--- config.mk ---
export PLATFORM = sky130hd
export DESIGN_NAME = demux_stream_nxw
export DESIGN_NICKNAME = d
export VERILOG_FILES = /design/src/rtl/demux_stream_nxw.sv
export SDC_FILE = /design/constraint.sdc
export NUM_CORES = 1
export LEC_CHECK = 0
export ABC_AREA = 1
export CORE_ASPECT_RATIO = 0.6
export CORE_MARGIN = 1
export CORE_UTILIZATION = 30
export CTS_BUF_LIST = sky130_fd_sc_hd__clkbuf_4
export CTS_CLUSTER_DIAMETER = 200
export DETAILED_ROUTE_END_ITERATION = 8
export PLACE_DENSITY = 0.65
export SLEW_MARGIN = 40
export SYNTH_ARGS = -nofsm -noshare
export SYNTH_HDL_FRONTEND = slang
export SYNTH_SLANG_ARGS = --single-unit
--- constraint.sdc ---
create_clock -name clk -period 1.2 [get_ports clk]
set_input_delay 0.18 -clock clk [delete_from_list [all_inputs] [get_ports clk]]
set_output_delay 0.18 -clock clk [all_outputs]
set_load 0.01 [all_outputs]
--- src/rtl/demux_stream_nxw.sv ---
// Registered 1-to-NUM_CH stream demultiplexer with valid/ready handshakes.
// Each channel holds one word; illegal selects are accepted, dropped and counted.
module demux_stream_nxw #(
  parameter int WIDTH  = 8,
  parameter int NUM_CH = 4,
  parameter int SEL_W  = $clog2(NUM_CH),
  parameter int CNT_W  = 8
) (
  input  logic                    clk,
  input  logic                    rst_n,
  input  logic [WIDTH-1:0]        in_data,
  input  logic [SEL_W-1:0]        in_sel,
  input  logic                    in_valid,
  output logic                    in_ready,
  output logic [NUM_CH*WIDTH-1:0] out_data,
  output logic [NUM_CH-1:0]       out_valid,
  input  logic [NUM_CH-1:0]       out_ready,
  output logic                    err_sel,
  output logic [CNT_W-1:0]        drop_cnt
);

  // Handshakes: a transfer happens on a side when its valid and ready are both
  // high at a rising clk edge; in_ready never looks at in_valid.

  logic [NUM_CH-1:0] sel_hit;
  logic [NUM_CH-1:0] load;
  logic [NUM_CH-1:0] drain;
  logic [NUM_CH-1:0] valid_q;
  logic [NUM_CH-1:0] valid_nxt;
  logic [WIDTH-1:0]  data_q   [NUM_CH];
  logic [WIDTH-1:0]  data_nxt [NUM_CH];
  logic              accept;
  logic              drop;
  logic              err_q;
  logic [CNT_W-1:0]  cnt_q;

  // One-hot decode; an out-of-range select decodes to all zeros.
  always_comb begin
    sel_hit = '0;
    for (int c = 0; c < NUM_CH; c++) begin
      sel_hit[c] = (in_sel == SEL_W'(c));
    end
  end

  // The selected channel can take a word if it is empty or draining now.
  assign in_ready = ~|(sel_hit & valid_q & ~out_ready);
  assign accept   = in_valid && in_ready;
  assign drop     = accept && !(|sel_hit);
  assign load     = {NUM_CH{accept}} & sel_hit;
  assign drain    = valid_q & out_ready;

  // Per-channel FULL/EMPTY next state; load wins over drain.
  always_comb begin
    valid_nxt = valid_q;
    for (int c = 0; c < NUM_CH; c++) begin
      data_nxt[c] = data_q[c];
      if (load[c]) begin
        valid_nxt[c] = 1'b1;
        data_nxt[c]  = in_data;
      end else if (drain[c]) begin
        valid_nxt[c] = 1'b0;
        data_nxt[c]  = '0;
      end
    end
  end

  always_ff @(posedge clk) begin
    if (!rst_n) begin
      valid_q <= '0;
      for (int c = 0; c < NUM_CH; c++) begin
        data_q[c] <= '0;
      end
      err_q <= 1'b0;
      cnt_q <= '0;
    end else begin
      valid_q <= valid_nxt;
      for (int c = 0; c < NUM_CH; c++) begin
        data_q[c] <= data_nxt[c];
      end
      err_q <= drop;
      if (drop && (cnt_q != '1)) begin
        cnt_q <= cnt_q + CNT_W'(1);
      end
    end
  end

  always_comb begin
    out_data = '0;
    for (int c = 0; c < NUM_CH; c++) begin
      out_data[c*WIDTH +: WIDTH] = data_q[c];
    end
  end

  assign out_valid = valid_q;
  assign err_sel   = err_q;
  assign drop_cnt  = cnt_q;

endmodule

==> qor.yml <==
detailed_routing:
  routed_wl_mm: 5.61
  wl_per_cell_um: 15.0
  m1WireLength_mm: 2.62
  top_layer: "met4"
  dr_total_vias: 1877
  dr.pass1.iters: 4
  vias_per_cell: 5.03
  ant_nets: 0
  wl_met2_mm: 2.47
  drc: 0
  wl_met3_um: 453
  drtIter0Drc: 79
timing:
  fmax_mhz: 705
  fin_ws_ps: -218
  finalMaxSlewViolations: 0
  period_needed_ps: 1420
  hold_viol: 0
  setup_violations: 37
  finalCritPeriodShare: 1.18
  rsz0062_at_grt: "yes"
  clock_skew_ps: 14.6
synthesis:
  synth_commonest_cells: "dfxtp_1 (45), a21oi_1 (36), nand3_1 (32), nand4_1 (32), nand2_1 (19)"
  yosys_warnings: 0
  ys.flop_type: "dfxtp_1"
  synthesis.area_sq_mm: 0.00173
  yosysMostFrequentCell: "dfxtp_1"
  synth_nets: 225
  synthArstFlopShare: 0
  synth_top_cell_by_area: "dfxtp_1"
  synth_edf_count: 0
  yosys.area.top_type_share: 0.521
  synth_top_cells_by_area: "dfxtp_1 (52%), nand4_1 (12%), a21oi_1 (10%)"
  postSynthAreaPerCell_sq_um: 8.31
  synth.ff_latch_count: 45
  synthCells: 208
  ys_types: 16
  ys_seq_area_frac: 0.521
clocking:
  cts_tree: "built"
  cts_max_level: 2
  numClockSinks: 45
  cts_buffer_depth: 2
  cts.clk_slew.worst_paths_ps: 140
  ctsHoldBuffers: 0
  clk_latency_ps: 360
  numCtsBuffers: 5
  cts-root-buf: "clkbuf_4"
status:
  status: "finished, violations left"
  violations: "negative setup slack"
floorplan:
  rows: 20
  die_y_um: 60.8
  die_w_um: 100
  start_util: 0.326
  coreArea_sq_mm: 0.00531
  ioPinCount: 63
  die-area_sq_mm: 0.00608
placement:
  gpl.final_weighted_congestion: 0.788
  io_buffers: 62
  dpl.hpwl_mm: 3.68
  place_area_sq_mm: 0.00255
  place_ws_ps: -700
setup_path:
  slowest_stage: "dfxtp_2"
  ff2ff_setup_slack_ps: -200
  critPathMaxStageDelay_ps: 350
  worst_setup_path_start_kind: "register"
  worstSetupPathType: "register to output pin"
  critPathArrivalTime_ps: 1240
  worstSetupEndpointType: "output pin"
  path_delay_family: "flip-flops"
  path_max_fanout: 4
  crit_buf_inv: 2
  worstPathCellList: "inv_2 > nor2_4 > nand2_2 > nand2_2 > nor2_4 > buf_6"
  cp_data_required_time_ps: 1020
global_route:
  grt.total_usage: 0.198
  grt_pass1_wl_mm: 9.10
  grt_pass1_vias: 1810
  gr-total-overflow: 0
  antenna_found_initial: 0
  grt_max_degree: 37
cells_and_area:
  stdcell_area_sq_mm: 0.00291
  drive_above_1_share: 0.372
  syn_to_final_growth_pct: 68.3
  diodes: 0
  layout.nets: 312
power_and_ir_drop:
  leakage_nw: 1.15
  cellPowerDensity_mw_per_mm2: 1020
  ir_drop_mv: 0.521
run:
  max_cap_viol_count: 0
min_path:
  hold_class: "input pin to register"
[cell families (layout without fill, tap and decap cells)]
group	Yosys count	after routing	synth area share
flip-flops	45	45	0.521
AND/OR/NAND/NOR	95	99	0.299
AO/OA/AOI/OAI	36	36	0.104
buffers and inverters	31	115	0.0738
other	1	1	0.00217
[worst paths after layout]
kind	startpoint	endpoint	cells after the start
setup / recovery	out_valid[0]	in_ready	6
setup reg to reg	out_valid[0]	data_q[3][1]	9
hold reg to reg	drop_cnt[5]	drop_cnt[5]	2
hold / removal	in_sel[0]	data_q[2][7]	5
[flip-flops by register name, indices dropped and copies added (netlist names)]
signal	count
data_q	32
out_valid	4
drop_cnt	8
err_sel	1
[worst reg2reg max path: stages (launching register included)]
cell     delay [ps]
dfxtp_2         350
inv_2            60
nor2_4           40
nand2_2          80
nand2_2          60
nor2_4          160
buf_6           200
buf_8           130
nand4_1          90
a21oi_1         160
[repair_timing]
action / 4_1_cts / 5_1_grt
buffers inserted: 7 / 1
pin swaps: 14 / 12
resized for setup: 108 / 75
setup endpoints to repair: 82 / 77
hold endpoints to repair: 0 / 0
cloned: 6 / 0
[layout make-up]
class | instances | area, sq um
sequential | 45 | 935
timing repair buffer | 87 | 823
tap | 77 | 96.3
inverter | 20 | 75.1
clock inverter | 3 | 41.3
fill | 496 | 2390
multi-input combinational | 136 | 902
clock buffer | 5 | 37.5
[placed cells by master (no fill, tap or decap), drive strengths merged, types with 2 or more instances in the layout]
master | synthesis | routed
a21oi | 36 | 36
buf | 5 | 30
clkbuf | 6 | 12
clkdlybuf4s15 | 0 | 28
clkdlybuf4s50 | 0 | 14
clkinv | 1 | 2
dfxtp | 45 | 45
dlygate4sd2 | 0 | 6
dlymetal6s2s | 0 | 2
inv | 19 | 19
nand2 | 19 | 19
nand3 | 36 | 40
nand4 | 32 | 32
nor2 | 8 | 8
[metal layers]
layer / vias up / GRT usage
met5: - / 0
met3: 10 / 0.0611
met4: 0 / 0.0559
met1: 882 / 0.264
met2: 62 / 0.316
li1: 923 / -
[report_power, final]
| part | switching, W | internal [W] |
|---|---|---|
| Sequential | 0.0000247 | 0.00154 |
| Clock | 0.000510 | 0.000432 |
| Combinational | 0.000247 | 0.000209 |
[stage by stage]
step / hold WS, ps / power, W / utilization / TNS, ps / std cells
detailed placement: 418 / 0.00199 / 0.480 / -24700 / 353
CTS: 435 / 0.00297 / 0.542 / -5600 / 374
global placement: 413 / 0.00199 / 0.480 / -23280 / 353
floorplan: 354 / 0.00176 / - / -1370 / 208
global route: 409 / 0.00310 / 0.549 / -7960 / 373
finish: 394 / 0.00296 / 0.549 / -4450 / 373
No activity file was read; power rests on OpenSTA's default activity.
